$ cat config.mk
export PLATFORM = sky130hd
export DESIGN_NAME = roic_frame_capture_flat
export DESIGN_NICKNAME = d
export VERILOG_FILES = /design/src/rtl/roic_pkg.sv /design/src/rtl/roic_frame_capture_if.sv /design/src/rtl/roic_pingpong_ram.sv /design/src/rtl/roic_frame_capture.sv /design/src/flat_wrapper.sv
export SDC_FILE = /design/constraint.sdc
export NUM_CORES = 1
export LEC_CHECK = 0
export BUFFER_PORTS_ARGS = -buffer_cell sky130_fd_sc_hd__buf_2
export CAP_MARGIN = 20
export CORE_MARGIN = 4
export CORE_UTILIZATION = 30
export DETAILED_ROUTE_END_ITERATION = 16
export SYNTH_ARGS = -nofsm -noshare
export SYNTH_HDL_FRONTEND = slang
export SYNTH_HIERARCHICAL = 1
export SYNTH_SLANG_ARGS = --single-unit
$ cat constraint.sdc
create_clock -name clk -period 6.1 [get_ports clk]
set_input_delay 1.22 -clock clk [delete_from_list [all_inputs] [get_ports clk]]
set_output_delay 1.22 -clock clk [all_outputs]
set_load 0.02 [all_outputs]
$ cat src/rtl/roic_pkg.sv
// Shared defaults, FSM state encodings and pixel addressing for the ROIC frame
// capture block.
package roic_pkg;

    localparam int unsigned ROIC_ROWS = 3;
    localparam int unsigned ROIC_COLS = 3;
    localparam int unsigned ROIC_AW   = 3;
    localparam int unsigned ROIC_DW   = 12;
    localparam int unsigned ROIC_CW   = 8;

    typedef enum logic [1:0] {
        W_IDLE,
        W_INTG,
        W_READ
    } wstate_e;

    typedef enum logic {
        R_IDLE,
        R_STREAM
    } rstate_e;

    function automatic int unsigned pix_idx(input int unsigned r,
                                            input int unsigned c,
                                            input int unsigned cols);
        return r * cols + c;
    endfunction

endpackage

$ cat src/rtl/roic_frame_capture_if.sv
// Raster-order pixel stream with valid/ready handshake toward the host/packetiser.
interface roic_frame_capture_if #(
    parameter int unsigned AW = 3,
    parameter int unsigned DW = 12
) ();

    logic          out_valid;
    logic          out_ready;
    logic [DW-1:0] out_data;
    logic [AW-1:0] out_row;
    logic [AW-1:0] out_col;
    logic          out_sof;
    logic          out_eof;

    modport master (
        output out_valid,
        input  out_ready,
        output out_data,
        output out_row,
        output out_col,
        output out_sof,
        output out_eof
    );

    modport slave (
        input  out_valid,
        output out_ready,
        input  out_data,
        input  out_row,
        input  out_col,
        input  out_sof,
        input  out_eof
    );

endinterface

$ cat src/rtl/roic_pingpong_ram.sv
// Two-bank frame store: one write port and one registered read port, each with
// its own bank select.
module roic_pingpong_ram #(
    parameter int unsigned DEPTH = 9,
    parameter int unsigned DW    = 12,
    parameter int unsigned IW    = 4
) (
    input  logic          clk,
    input  logic          rst,
    input  logic          we_i,
    input  logic          wr_bank_i,
    input  logic [IW-1:0] wr_addr_i,
    input  logic [DW-1:0] wr_data_i,
    input  logic          rd_en_i,
    input  logic          rd_bank_i,
    input  logic [IW-1:0] rd_addr_i,
    output logic [DW-1:0] rd_data_o
);

    logic [DW-1:0] bank0_q [DEPTH];
    logic [DW-1:0] bank1_q [DEPTH];
    logic [DW-1:0] rd_data_q;

    always_ff @(posedge clk) begin
        if (we_i) begin
            if (wr_bank_i) begin
                bank1_q[wr_addr_i] <= wr_data_i;
            end else begin
                bank0_q[wr_addr_i] <= wr_data_i;
            end
        end
    end

    always_ff @(posedge clk) begin
        if (rst) begin
            rd_data_q <= '0;
        end else if (rd_en_i) begin
            rd_data_q <= rd_bank_i ? bank1_q[rd_addr_i] : bank0_q[rd_addr_i];
        end
    end

    assign rd_data_o = rd_data_q;

endmodule

$ cat src/rtl/roic_frame_capture.sv
// Assembles scanner-timed ADC samples into ROWS x COLS frames in a ping-pong
// buffer and streams completed frames out in raster order.
module roic_frame_capture
    import roic_pkg::*;
#(
    parameter int unsigned ROWS = ROIC_ROWS,
    parameter int unsigned COLS = ROIC_COLS,
    parameter int unsigned AW   = ROIC_AW,
    parameter int unsigned DW   = ROIC_DW,
    parameter int unsigned CW   = ROIC_CW
) (
    input  logic                   clk,
    input  logic                   master_rst,
    input  logic                   fsync,
    input  logic                   intg,
    input  logic [AW-1:0]          row,
    input  logic [AW-1:0]          col,
    input  logic                   adc_valid,
    input  logic [DW-1:0]          adc_data,
    roic_frame_capture_if.master   out,
    output logic [CW-1:0]          drop_cnt,
    output logic                   frame_err
);

    localparam int unsigned NPIX = ROWS * COLS;
    localparam int unsigned IW   = (NPIX > 1) ? $clog2(NPIX) : 1;

    // Write side state
    wstate_e         w_state_q;
    logic [NPIX-1:0] mask_q;
    logic [NPIX-1:0] mask_d;
    logic            w_sel_q;
    logic            skip_q;
    logic [1:0]      full_q;
    logic [CW-1:0]   drop_q;
    logic            err_q;

    logic            in_range;
    logic [IW-1:0]   wr_idx;
    logic            sample;
    logic            accept;
    logic            abort;
    logic            wr_block;
    logic            complete;
    logic            commit;
    logic            drop;

    // Read side state
    rstate_e         r_state_q;
    logic            r_sel_q;
    logic            valid_q;
    logic [IW-1:0]   ptr_q;
    logic [AW-1:0]   orow_q;
    logic [AW-1:0]   ocol_q;
    logic            sof_q;
    logic            eof_q;

    logic            hs;
    logic            start;
    logic            adv;
    logic            rd_release;
    logic [IW-1:0]   nidx;
    logic [AW-1:0]   nrow;
    logic [AW-1:0]   ncol;
    logic            neof;
    logic            rd_bank;
    logic [DW-1:0]   rd_data;

    always_comb begin
        in_range = (32'(row) < ROWS) && (32'(col) < COLS);
        wr_idx   = IW'(pix_idx(32'(row), 32'(col), COLS));
        sample   = (w_state_q == W_READ) && adc_valid && !fsync;
        accept   = sample && in_range;
        abort    = fsync && (w_state_q != W_IDLE);
        wr_block = full_q[w_sel_q];
        mask_d   = mask_q;
        if (accept) begin
            mask_d[wr_idx] = 1'b1;
        end
        complete = accept && (&mask_d);
        // A frame commits only if its target bank stayed free for the whole
        // capture; otherwise the samples never reached the RAM and it is dropped.
        commit   = complete && !skip_q && !wr_block;
        drop     = (complete && !commit) || abort;
    end

    always_ff @(posedge clk) begin
        if (master_rst) begin
            w_state_q <= W_IDLE;
            mask_q    <= '0;
            w_sel_q   <= 1'b0;
            skip_q    <= 1'b0;
            full_q    <= '0;
            drop_q    <= '0;
            err_q     <= 1'b0;
        end else begin
            if (rd_release) begin
                full_q[r_sel_q] <= 1'b0;
            end
            if (commit) begin
                full_q[w_sel_q] <= 1'b1;
            end
            if (drop && (drop_q != '1)) begin
                drop_q <= drop_q + CW'(1);
            end
            if (abort || (sample && !in_range)) begin
                err_q <= 1'b1;
            end
            case (w_state_q)
                W_IDLE: begin
                    if (fsync) begin
                        w_state_q <= W_INTG;
                        mask_q    <= '0;
                        skip_q    <= 1'b0;
                    end
                end
                W_INTG: begin
                    if (fsync) begin
                        mask_q <= '0;
                        skip_q <= 1'b0;
                    end else if (!intg) begin
                        w_state_q <= W_READ;
                    end
                end
                W_READ: begin
                    if (fsync) begin
                        w_state_q <= W_INTG;
                        mask_q    <= '0;
                        skip_q    <= 1'b0;
                    end else if (accept) begin
                        mask_q <= mask_d;
                        skip_q <= skip_q | wr_block;
                        if (complete) begin
                            w_state_q <= W_IDLE;
                            if (commit) begin
                                w_sel_q <= ~w_sel_q;
                            end
                        end
                    end
                end
                default: w_state_q <= W_IDLE;
            endcase
        end
    end

    always_comb begin
        hs         = valid_q && out.out_ready;
        start      = (r_state_q == R_IDLE) && full_q[~w_sel_q];
        rd_release = (r_state_q == R_STREAM) && hs && eof_q;
        adv        = (r_state_q == R_STREAM) && hs && !eof_q;
        nidx       = ptr_q;
        nrow       = orow_q;
        ncol       = ocol_q;
        if (start) begin
            nidx = '0;
            nrow = '0;
            ncol = '0;
        end else if (adv) begin
            nidx = ptr_q + IW'(1);
            if (ocol_q == AW'(COLS - 1)) begin
                ncol = '0;
                nrow = orow_q + AW'(1);
            end else begin
                ncol = ocol_q + AW'(1);
            end
        end
        neof    = (nrow == AW'(ROWS - 1)) && (ncol == AW'(COLS - 1));
        rd_bank = start ? ~w_sel_q : r_sel_q;
    end

    always_ff @(posedge clk) begin
        if (master_rst) begin
            r_state_q <= R_IDLE;
            r_sel_q   <= 1'b0;
            valid_q   <= 1'b0;
            ptr_q     <= '0;
            orow_q    <= '0;
            ocol_q    <= '0;
            sof_q     <= 1'b0;
            eof_q     <= 1'b0;
        end else begin
            case (r_state_q)
                R_IDLE: begin
                    if (start) begin
                        r_state_q <= R_STREAM;
                        r_sel_q   <= ~w_sel_q;
                        valid_q   <= 1'b1;
                        ptr_q     <= nidx;
                        orow_q    <= nrow;
                        ocol_q    <= ncol;
                        sof_q     <= 1'b1;
                        eof_q     <= neof;
                    end
                end
                R_STREAM: begin
                    if (rd_release) begin
                        r_state_q <= R_IDLE;
                        valid_q   <= 1'b0;
                        sof_q     <= 1'b0;
                        eof_q     <= 1'b0;
                    end else if (adv) begin
                        ptr_q  <= nidx;
                        orow_q <= nrow;
                        ocol_q <= ncol;
                        sof_q  <= 1'b0;
                        eof_q  <= neof;
                    end
                end
                default: r_state_q <= R_IDLE;
            endcase
        end
    end

    roic_pingpong_ram #(
        .DEPTH (NPIX),
        .DW    (DW),
        .IW    (IW)
    ) u_ram (
        .clk       (clk),
        .rst       (master_rst),
        .we_i      (accept && !wr_block),
        .wr_bank_i (w_sel_q),
        .wr_addr_i (wr_idx),
        .wr_data_i (adc_data),
        .rd_en_i   (start || adv),
        .rd_bank_i (rd_bank),
        .rd_addr_i (nidx),
        .rd_data_o (rd_data)
    );

    assign out.out_valid = valid_q;
    assign out.out_data  = rd_data;
    assign out.out_row   = orow_q;
    assign out.out_col   = ocol_q;
    assign out.out_sof   = sof_q;
    assign out.out_eof   = eof_q;
    assign drop_cnt      = drop_q;
    assign frame_err     = err_q;

endmodule

$ cat src/flat_wrapper.sv
// flat-port wrapper written by rule: the top's interface ports become plain ports
module roic_frame_capture_flat import roic_pkg::*;
#(
    parameter int unsigned ROWS = ROIC_ROWS,
    parameter int unsigned COLS = ROIC_COLS,
    parameter int unsigned AW   = ROIC_AW,
    parameter int unsigned DW   = ROIC_DW,
    parameter int unsigned CW   = ROIC_CW
)
  (clk, master_rst, fsync, intg, row, col, adc_valid, adc_data, drop_cnt, frame_err, out_out_valid, out_out_ready, out_out_data, out_out_row, out_out_col, out_out_sof, out_out_eof);
  roic_frame_capture_if #(.AW(AW), .DW(DW)) out_i ();
  input  logic clk;
  input  logic master_rst;
  input  logic fsync;
  input  logic intg;
  input  logic [AW-1:0] row;
  input  logic [AW-1:0] col;
  input  logic adc_valid;
  input  logic [DW-1:0] adc_data;
  output logic [CW-1:0] drop_cnt;
  output logic frame_err;
  output wire logic [$bits(out_i.out_valid)-1:0] out_out_valid;
  input wire logic [$bits(out_i.out_ready)-1:0] out_out_ready;
  output wire logic [$bits(out_i.out_data)-1:0] out_out_data;
  output wire logic [$bits(out_i.out_row)-1:0] out_out_row;
  output wire logic [$bits(out_i.out_col)-1:0] out_out_col;
  output wire logic [$bits(out_i.out_sof)-1:0] out_out_sof;
  output wire logic [$bits(out_i.out_eof)-1:0] out_out_eof;
  assign out_out_valid = out_i.out_valid;
  assign out_i.out_ready = out_out_ready;
  assign out_out_data = out_i.out_data;
  assign out_out_row = out_i.out_row;
  assign out_out_col = out_i.out_col;
  assign out_out_sof = out_i.out_sof;
  assign out_out_eof = out_i.out_eof;
  roic_frame_capture #(.ROWS(ROWS), .COLS(COLS), .AW(AW), .DW(DW), .CW(CW)) u_core (.clk(clk), .master_rst(master_rst), .fsync(fsync), .intg(intg), .row(row), .col(col), .adc_valid(adc_valid), .adc_data(adc_data), .out(out_i), .drop_cnt(drop_cnt), .frame_err(frame_err));
endmodule
==> results of run 1 <==
## routing by layer
metal / vias up / routed length, um
met5: - / 7
met4: 2 / 367
met3: 37 / 869
met2: 100 / 11500
met1: 3020 / 10400
li1: 2801 / -
## critical path: cells and delay by family
| kind | cells | cell delay (ns) |
|---|---|---|
| fa+ha+maj | 3 | 1.28 |
| compound gates | 4 | 0.86 |
| buf+inv | 5 | 0.47 |
| simple gates | 2 | 0.70 |
## cell usage after synthesis, types with 2 or more instances
master / number / area, um2
clkbuf_1: 14 / 52.6
nor3_1: 11 / 55.1
ha_1: 6 / 75.1
inv_1: 15 / 56.3
buf_4: 6 / 45.0
nand2b_1: 8 / 50.1
buf_2: 2 / 10.0
fa_1: 3 / 60.1
a22oi_1: 3 / 22.5
xor2_1: 6 / 52.6
or3_1: 5 / 31.3
buf_6: 5 / 56.3
nand3b_1: 2 / 15.0
o21ai_0: 25 / 125
nor2_1: 52 / 195
o21ai_1: 7 / 35.0
nand2_1: 40 / 150
dfxtp_1: 51 / 1020
mux2_2: 11 / 124
o22ai_1: 13 / 81.3
a32oi_1: 6 / 52.6
nor2b_1: 5 / 31.3
nand3_1: 13 / 65.1
nand4_1: 7 / 43.8
mux2i_1: 19 / 190
edfxtp_1: 216 / 6490
a221o_1: 2 / 20.0
mux4_1: 11 / 289
and4_1: 3 / 26.3
mux4_2: 37 / 833
a21oi_1: 32 / 160
or2_2: 5 / 31.3
nor3b_1: 3 / 22.5
## area by class of cell
type	count	area share (%)
flip-flops and latches	267	59.5
multi-input cells	360	24.8
clock buffers	34	5.56
well taps	461	4.57
repair buffers	76	3.63
clock inverters	16	1.49
inverters	16	0.496
## kinds of logic (layout without fill, tap and decap cells)
group	count (synthesis)	count (layout)	synth area share [%]
DFF	267	267	69.1
and+or+nand+nor	162	162	7.32
AOI/OAI and AO/OA	103	103	5.82
muxes	78	78	13.2
buffers and inverters	46	142	2.44
adders and majority gates	9	9	1.24
xor gates and xnor gates	8	8	0.795
## registers in the layout, summed over array words and instances (netlist names)
name                    flops
u_core/drop_cnt             8
u_core/u_ram/bank1_q      108
u_core/frame_err            1
u_core/w_sel_q              1
u_core/r_state_q            1
u_core/out.out_sof          1
u_core/r_sel_q              1
u_core/ptr_q                4
u_core/out.out_row          3
u_core/u_ram/bank0_q      108
u_core/w_state_q            2
u_core/out.out_valid        1
u_core/u_ram/rd_data_o     12
u_core/out.out_col          3
u_core/out.out_eof          1
u_core/skip_q               1
u_core/mask_q               9
u_core/full_q               2
## through the flow
| stage | cell area [um2] | hold WS (ns) | utilization [%] | setup slack (ns) |
|---|---|---|---|---|
| after global routing | 12600 | 0.461 | 35.4 | 1.80 |
| after floorplan | 10900 | 0.445 | - | 1.38 |
| after global placement | 11700 | 0.438 | 32.8 | 1.53 |
| final | 12600 | 0.445 | 35.4 | 2.03 |
| after detailed placement | 11700 | 0.436 | 32.8 | 1.48 |
| after CTS | 12600 | 0.450 | 35.3 | 2.03 |
## power by group through the flow
stage	combinational (uW)	clock, uW	sequential [uW]
floorplan	68.9	0	2010
global placement	111	0	2010
detailed placement	112	0	2010
CTS	113	1690	1970
global route	126	1780	1970
finish	113	1650	1970
## worst max path at each step
| stage | end | slack [ns] | cells past startpoint | from |
|---|---|---|---|---|
| final | u_core/drop_cnt[5]$_SDFFE_PP0P_ | 2.03 | 14 | row[0] |
| after global routing | u_core/u_ram/bank1_q[0][0]$_DFFE_PP_ | 1.80 | 11 | row[0] |
| after CTS | u_core/u_ram/bank1_q[4][3]$_DFFE_PP_ | 2.03 | 11 | row[0] |
| after detailed placement | u_core/u_ram/bank1_q[4][1]$_DFFE_PP_ | 1.48 | 11 | row[0] |
| after global placement | u_core/drop_cnt[5]$_SDFFE_PP0P_ | 1.53 | 14 | row[0] |
| after floorplan | u_core/u_ram/bank0_q[8][0]$_DFFE_PP_ | 1.38 | 10 | row[0] |
==> results_dict.tcl, run 1 <==
set metrics [dict create \
    cts_made_buffers 27 \
    synth_cell_types 62 \
    die_h_um 198 \
    fin_crit_ns 4.07 \
    final_common_cell "edfxtp_1" \
    start_kind "primary input" \
    status "finished, final reports clean" \
    p_leak_uw 0.00408 \
    ys_async_sr_fraction_pct 0 \
    synth-seq-cells 267 \
    whs_endpoint "u_core/frame_err$_SDFFE_PP0P_" \
    fillerInstances 3365 \
    cp_common_cell "inv_1" \
    grt_antenna_before_repair 1 \
    synth-edff-count 216 \
    seqCellArea_um2 7510 \
    place.gp.congestion 0.771 \
    numPortBuffers 53 \
    first_pass_iters 4 \
    met3_usage_pct 2.01 \
    final_cells 1230 \
    cpMaxStageDelayCell "fa_1" \
    detailed_place_hpwl_mm 14.9 \
    syn_inst 673 \
    clock_path_buffers 3 \
    r2r-end "u_core/u_ram/rd_data_o[10]$_SDFFE_PP0P_" \
    routed_wl_mm 23.1 \
    vias 5960 \
    r2r_setup_slack_ns 2.73 \
    fp.dieArea_um2 39300 \
    cap_violations 0 \
    grt_max_degree 44 \
    hold_viol 0 \
    clock-sinks 267 \
    grt_pass1_vias 5926 \
    hp-class "reg2reg" \
    p_total_uw 3730 \
    setup_tns_ns 0 \
    drcViolationCount 0 \
    grt_pass1_wl_mm 35.6 \
    slew_headroom_pct 28.5 \
    fmax_ghz 0.246 \
    final_nets 781 \
    syn-num-nets 706 \
    via_per_inst 4.85 \
    share_comb_of_total_power_pct 3.0 \
    fin_skew_ns 0.0119 \
    htreeDepth 1 \
    pwr-share-seq_pct 52.8 \
    drt_iter0_drc 403 \
    globalRouteMet1Util_pct 15.9 \
    slew_violations 0 \
    setup_viol 0 \
    cts_root_buf "clkbuf_16" \
    cts.reportedPaths.clkPinSlew_ns 0.06 \
    pwr-share-clk_pct 44.2 \
    dp.cells 1178 \
    ir_drop_uv 189 \
    num_io_pins 54 \
    grt.overflow.total 0 \
    top_usage_layer "met2" \
    syn2layout_area_growth_pct 16.3 \
    cp-end-kind "flop" \
    worstPathArrival_ns 4.52 \
    power_density_nw_per_um2 296 \
    critPathMaxFanout 12 \
    diodes 0 \
    grtUsageMet2_pct 19.6 \
    layout-drive-gt1-share_pct 24.6 \
    cp.required_ns 6.55 \
    initial_utilization_pct 30.4 \
    critical_path_class "in2reg" \
    synth_ff_type "edfxtp_1" \
    num_rows 69 \
    ctsResizeCount 0 \
    rr_worst_depth 10 \
    swShare_pct 20.1 \
    syn_area_per_cell_um2 16.1 \
    power.switching_uw 749 \
    worstReg2RegStart "u_core/r_state_q$_SDFF_PP0_" \
    die-width_um 198 \
    cts_tree "built" \
    p_int_uw 2980 \
    cp_cell_sequence "buf_2, inv_1, fa_1, inv_1, ha_1, inv_1, fa_1, inv_1, and4_1, o21ai_1, a311oi_2, a21oi_2, or4_1, a21oi_1" \
    final_cell_mix "edfxtp_1, buf_2, dfxtp_1" \
    wl_per_cell_um 18.8 \
    ant_nets 0 \
    synth_area_um2 10900 \
    cp_slowest_stage_delay_ns 0.57 \
    yosysSeqAreaShare_pct 69.1 \
    synth_warnings 6 \
    hp-start "u_core/frame_err$_SDFFE_PP0P_" \
    worst_slew_pin_slew_ns 1.07 \
    cts_hold_buf 0 \
    core-area_um2 35700 \
    grt_setup_unrepaired "no" \
    post-cts-setup-buffers 0 \
    min_path_cells 2 \
    clkLatencyLatePin_ns 0.53 \
    grt_use_total_pct 11.6 \
    period_share_pct 66.7 \
    multiInputGateArea_um2 3130 \
]
No activity file was read; power rests on OpenSTA's default activity.
==> run 2: changes to the inputs <==
- clock period: 6.1 -> 3.5 ns (I/O delays scaled with it)
==> results_dict.tcl, run 2 (synthesis results as in run 1) <==
set metrics [dict create \
    status "finished, final reports clean" \
    clock-sinks 267 \
    p_total_uw 6750 \
    diodes 0 \
    fillerInstances 3322 \
    htreeDepth 1 \
    placed_area_um2 12200 \
    clkLatencyLatePin_ns 0.55 \
    path_buf_inv 7 \
    slew_violations 0 \
    grt_use_total_pct 12.2 \
    grt_antenna_before_repair 0 \
    die_h_um 198 \
    grt_setup_unrepaired "no" \
    fin_crit_ns 3.26 \
    ir_drop_uv 386 \
    final_cell_mix "edfxtp_1, buf_2, dfxtp_1" \
    hold_viol 0 \
    multiInputGateArea_um2 3140 \
    hp-class "in2reg" \
    seqCellArea_um2 7510 \
    drt_iter0_drc 430 \
    cts_hold_buf 0 \
    num_rows 69 \
    crit_path_start "row[1]" \
    first_pass_iters 5 \
    cp.required_ns 3.97 \
    drcViolationCount 0 \
    post-cts-setup-buffers 0 \
    layout-drive-gt1-share_pct 28.7 \
    ctsResizeCount 0 \
    grt_pass1_vias 6320 \
    critical_path_class "in2reg" \
    final_nets 814 \
    cpMaxStageDelayCell "fa_2" \
    slew_headroom_pct 60.8 \
    worstPathArrival_ns 3.73 \
    die-width_um 198 \
    core-area_um2 35700 \
    detailed_place_hpwl_mm 15.8 \
    via_per_inst 4.92 \
    period_share_pct 93.0 \
    fin_hold_ws_ns 0.419 \
    utilization_pct 36.8 \
    start_kind "primary input" \
    grt_pass1_wl_mm 37.1 \
    numPortBuffers 53 \
    cp_cell_sequence "buf_2, inv_1, fa_1, inv_1, ha_1, inv_1, fa_2, inv_1, and4_1, o21ai_1, a311oi_2, buf_4, a21oi_2, buf_4, or3_1, a21oi_1" \
    setup_viol 0 \
    final_area_um2 13100 \
    dp.cells 1213 \
    cp_slowest_stage_delay_ns 0.51 \
    cts_made_buffers 27 \
    hp-start "fsync" \
    grt_max_degree 35 \
    place.gp.congestion 0.777 \
    power_density_nw_per_um2 515 \
    ant_nets 0 \
    cap_violations 0 \
    cp_common_cell "inv_1" \
    cts_root_buf "clkbuf_16" \
    critPathMaxFanout 10 \
    fmax_ghz 0.307 \
    cts.reportedPaths.clkPinSlew_ns 0.06 \
    cts_tree "built" \
    cpLargestDelayFamily "adder cells" \
    worstReg2RegStart "u_core/w_sel_q$_SDFFE_PP0P_" \
    worst_slew_pin_slew_ns 0.588 \
    num_io_pins 54 \
    cp-end-kind "flop" \
    final_common_cell "edfxtp_1" \
    vias 6215 \
    p_leak_uw 0.00433 \
    wl_per_cell_um 19.1 \
    final_cells 1263 \
    clock_path_buffers 3 \
    initial_utilization_pct 30.4 \
    routed_wl_mm 24.1 \
    syn2layout_area_growth_pct 20.9 \
    fp.dieArea_um2 39300 \
    grt.overflow.total 0 \
    fin_skew_ns 0.0196 \
]
run 2: worst paths after layout:
| kind | to | slack [ns] | cells past startpoint |
|---|---|---|---|
| worst max register to register | u_core/u_ram/rd_data_o[9]$_SDFFE_PP0P_ | 0.66 | 8 |
| worst min-delay path | u_core/w_state_q[1]$_SDFFE_PP0P_ | 0.42 | 2 |
| worst max-delay path | u_core/drop_cnt[4]$_SDFFE_PP0P_ | 0.24 | 16 |
| worst min register to register | u_core/frame_err$_SDFFE_PP0P_ | 0.45 | 2 |
run 2: routing by layer:
layer / wire [um] / vias to the layer above / share of wire [%] / track usage (%)
li1: - / 2862 / - / -
met1: 10500 / 3153 / 44 / 17.5
met2: 11700 / 170 / 48 / 19.8
met3: 1510 / 30 / 6.3 / 1.96
met4: 436 / 0 / 1.8 / 2.63
met5: 0 / - / 0 / 0
run 2: final cells by class:
| type | count | area share (%) |
|---|---|---|
| clock buffers | 31 | 5.34 |
| repair buffers | 109 | 6.65 |
| clock inverters | 19 | 1.98 |
| multi-input cells | 360 | 23.9 |
| well taps | 461 | 4.40 |
| flip-flops and latches | 267 | 57.2 |
| inverters | 16 | 0.477 |
run 2: where the power goes:
part / internal (uW) / switching, uW / total, uW
clock: 1830 / 1250 / 3090
combinational: 82.2 / 154 / 237
sequential: 3430 / 3.76 / 3430
run 2: through the flow:
| stage | setup TNS (ns) | worst slack (ns) |
|---|---|---|
| 2_1_floorplan | -0.00591 | -0.00591 |
| 3_3_place_gp | -8.21 | -0.232 |
| 3_5_place_dp | -12.79 | -0.297 |
| 4_1_cts | 0 | 0.251 |
| 5_1_grt | 0 | 0.0316 |
| 6_report | 0 | 0.244 |
==> run 3: changes to the inputs <==
- ABC_AREA: unset -> 1
- CELL_PAD_IN_SITES_DETAIL_PLACEMENT: unset -> 1
- CELL_PAD_IN_SITES_GLOBAL_PLACEMENT: unset -> 2
- PLACE_DENSITY_LB_ADDON: unset -> 0.1
==> results_dict.tcl, run 3 <==
set metrics [dict create \
    status "finished, final reports clean" \
    routed_wl_mm 34.4 \
    layout-drive-gt1-share_pct 16.0 \
    synth-edff-count 216 \
    cpMaxStageDelayCell "fa_1" \
    grt_max_degree 63 \
    num_rows 72 \
    via_per_inst 4.68 \
    synth-seq-cells 267 \
    grtUsageMet2_pct 27.9 \
    synth.top_cell.area_share_pct 54.8 \
    grt.overflow.total 0 \
    placed_area_um2 12900 \
    detailed_place_hpwl_mm 22.2 \
    fin_crit_ns 2.94 \
    pwr-share-clk_pct 48.2 \
    synthTopCellsByArea "edfxtp_1, dfxtp_1, nand3_1" \
    cts.reportedPaths.clkPinSlew_ns 0.06 \
    syn-num-nets 1186 \
    htreeDepth 2 \
    grt_pass1_vias 8721 \
    met3_usage_pct 2.23 \
    clkLatencyLatePin_ns 0.51 \
    p_int_uw 5580 \
    hp-class "reg2reg" \
    synth-adder-area-share_pct 1.14 \
    cp.required_ns 3.87 \
    grt_setup_unrepaired "no" \
    critPathMaxFanout 6 \
    fmax_ghz 0.340 \
    drt_iter0_drc 346 \
    cp-end-kind "flop" \
    synth_cell_types 39 \
    pwr-share-seq_pct 48.5 \
    numPortBuffers 53 \
    setup_viol 0 \
    wl_per_cell_um 19.3 \
    p_total_uw 7090 \
    slew_violations 0 \
    swShare_pct 21.4 \
    critical_path_class "in2reg" \
    syn_inst 1153 \
    first_pass_iters 4 \
    cp_common_cell "inv_1" \
    p_leak_uw 0.00534 \
    synth_warnings 6 \
    grt_pass1_wl_mm 53.3 \
    cts_made_buffers 34 \
    grt_antenna_before_repair 1 \
    diodes 0 \
    clock_path_buffers 3 \
    synth_top_cell_by_area "edfxtp_1" \
    die_h_um 207 \
    synth_common_cells "nand2_1, edfxtp_1, nand3_1" \
    cts_hold_buf 0 \
    yosysSeqAreaShare_pct 63.4 \
    ant_nets 0 \
    worstPathArrival_ns 3.31 \
    fp.dieArea_um2 42700 \
    synth-compound-area-share_pct 3.92 \
    power.switching_uw 1520 \
    top_usage_layer "met2" \
    cp_slowest_stage_delay_ns 0.52 \
    synth_mux_area_share_pct 0 \
    cts_root_buf "clkbuf_16" \
    synth_top_family_by_area "simple AND/OR/NAND/NOR gates" \
    die-width_um 207 \
    ys_async_sr_fraction_pct 0 \
    initial_utilization_pct 30.5 \
    cp_cell_sequence "buf_2, inv_1, fa_1, inv_1, ha_1, inv_1, fa_1, inv_1, nor2_2, nand2_1, nand2_2, nand3_1, nor2_2, nand3_1, nand2_2, nand2_1, nand2_1, a21oi_1" \
    final_nets 1275 \
    grt_use_total_pct 16.5 \
    fillerInstances 4347 \
    core-area_um2 38800 \
    synthSimpleGateAreaFrac_pct 23.7 \
    post-cts-setup-buffers 0 \
    clock-sinks 267 \
    slew_headroom_pct 51.1 \
    synth_most_common_cell "nand2_1" \
    synth_xor_area_share_pct 0.592 \
    cts_tree "built" \
    vias 8355 \
    cap_violations 0 \
    synth_ff_type "edfxtp_1" \
    worst_slew_pin_slew_ns 0.729 \
    syn_area_per_cell_um2 10.3 \
    ctsResizeCount 0 \
    power_density_nw_per_um2 506 \
    utilization_pct 36.1 \
    share_comb_of_total_power_pct 3.2 \
    fin_skew_ns 0.0164 \
    place.gp.congestion 0.732 \
    synth_area_um2 11800 \
    syn2layout_area_growth_pct 18.5 \
    ir_drop_uv 296 \
    drcViolationCount 0 \
    final_cell_mix "nand2_1, edfxtp_1, nand3_1" \
    start_kind "primary input" \
    globalRouteMet1Util_pct 22.4 \
    period_share_pct 83.9 \
    final_area_um2 14000 \
    hold_viol 0 \
    final_common_cell "nand2_1" \
    num_io_pins 54 \
]
-- run 3: changes by cell type in the layout (fill, tap and decap cells not counted), moves of 21 or more --
cell / change
nand2_1: +192
nand3_1: +166
mux4_2: -37
nand2_2: +21
inv_1: +92
nor2_1: +70
-- run 3: per-stage QoR --
step	setup slack, ns	cells	hold slack (ns)	TNS, ns
2_1_floorplan	0.158	1153	0.454	0
3_3_place_gp	-0.00947	1724	0.451	-0.0314
3_5_place_dp	-0.0616	1724	0.455	-0.382
4_1_cts	0.509	1785	0.464	0
5_1_grt	0.307	1785	0.488	0
6_report	0.562	1785	0.460	0
-- run 3: path summary, 6_finish.rpt --
kind	startpoint	to	slack, ns	cells past startpoint
max	row[1]	u_core/drop_cnt[7]$_SDFFE_PP0P_	0.56	18
min	u_core/u_ram/rd_data_o[8]$_SDFFE_PP0P_	u_core/u_ram/rd_data_o[8]$_SDFFE_PP0P_	0.46	2
min reg2reg	u_core/u_ram/rd_data_o[8]$_SDFFE_PP0P_	u_core/u_ram/rd_data_o[8]$_SDFFE_PP0P_	0.46	2
max reg2reg	u_core/r_state_q$_SDFF_PP0_	u_core/u_ram/rd_data_o[0]$_SDFFE_PP0P_	0.67	15
-- run 3: worst max-delay path, delay by kind of cell --
| family | cells | cell delay (ns) |
|---|---|---|
| AO/OA/AOI/OAI | 1 | 0.07 |
| adder cells (fa/ha/maj) | 3 | 1.09 |
| buffers and inverters | 5 | 0.39 |
| AND/OR/NAND/NOR | 9 | 1.05 |
-- run 3: cell families (layout without fill, tap and decap cells) --
family	after synthesis	in the layout
buf+inv	165	279
flops	267	267
xor+xnor	8	8
compound gates	87	87
fa+ha+maj	9	9
simple gates	617	617
-- run 3: final cells by class --
type | instances | area, um2 | share of cell area [%]
repair buffers | 105 | 868 | 6.19
clock buffers | 46 | 927 | 6.61
clock inverters | 15 | 156 | 1.12
multi-input cells | 721 | 3480 | 24.8
well taps | 518 | 648 | 4.62
flip-flops and latches | 267 | 7510 | 53.5
inverters | 113 | 432 | 3.08
-- run 3: power groups by stage --
| stage | registers [uW] | clock network [uW] | logic (uW) |
|---|---|---|---|
| floorplan | 3510 | 0 | 118 |
| global placement | 3510 | 0 | 235 |
| detailed placement | 3510 | 0 | 237 |
| CTS | 3440 | 3560 | 237 |
| global route | 3440 | 3670 | 262 |
| finish | 3440 | 3420 | 229 |
-- run 3: routing by layer --
layer	up-vias	share of wire (%)	wire length, um
met3	43	3.6	1240
met2	130	48	16600
li1	4048	-	-
met5	-	0	0
met1	4134	46	15900
met4	0	1.6	556
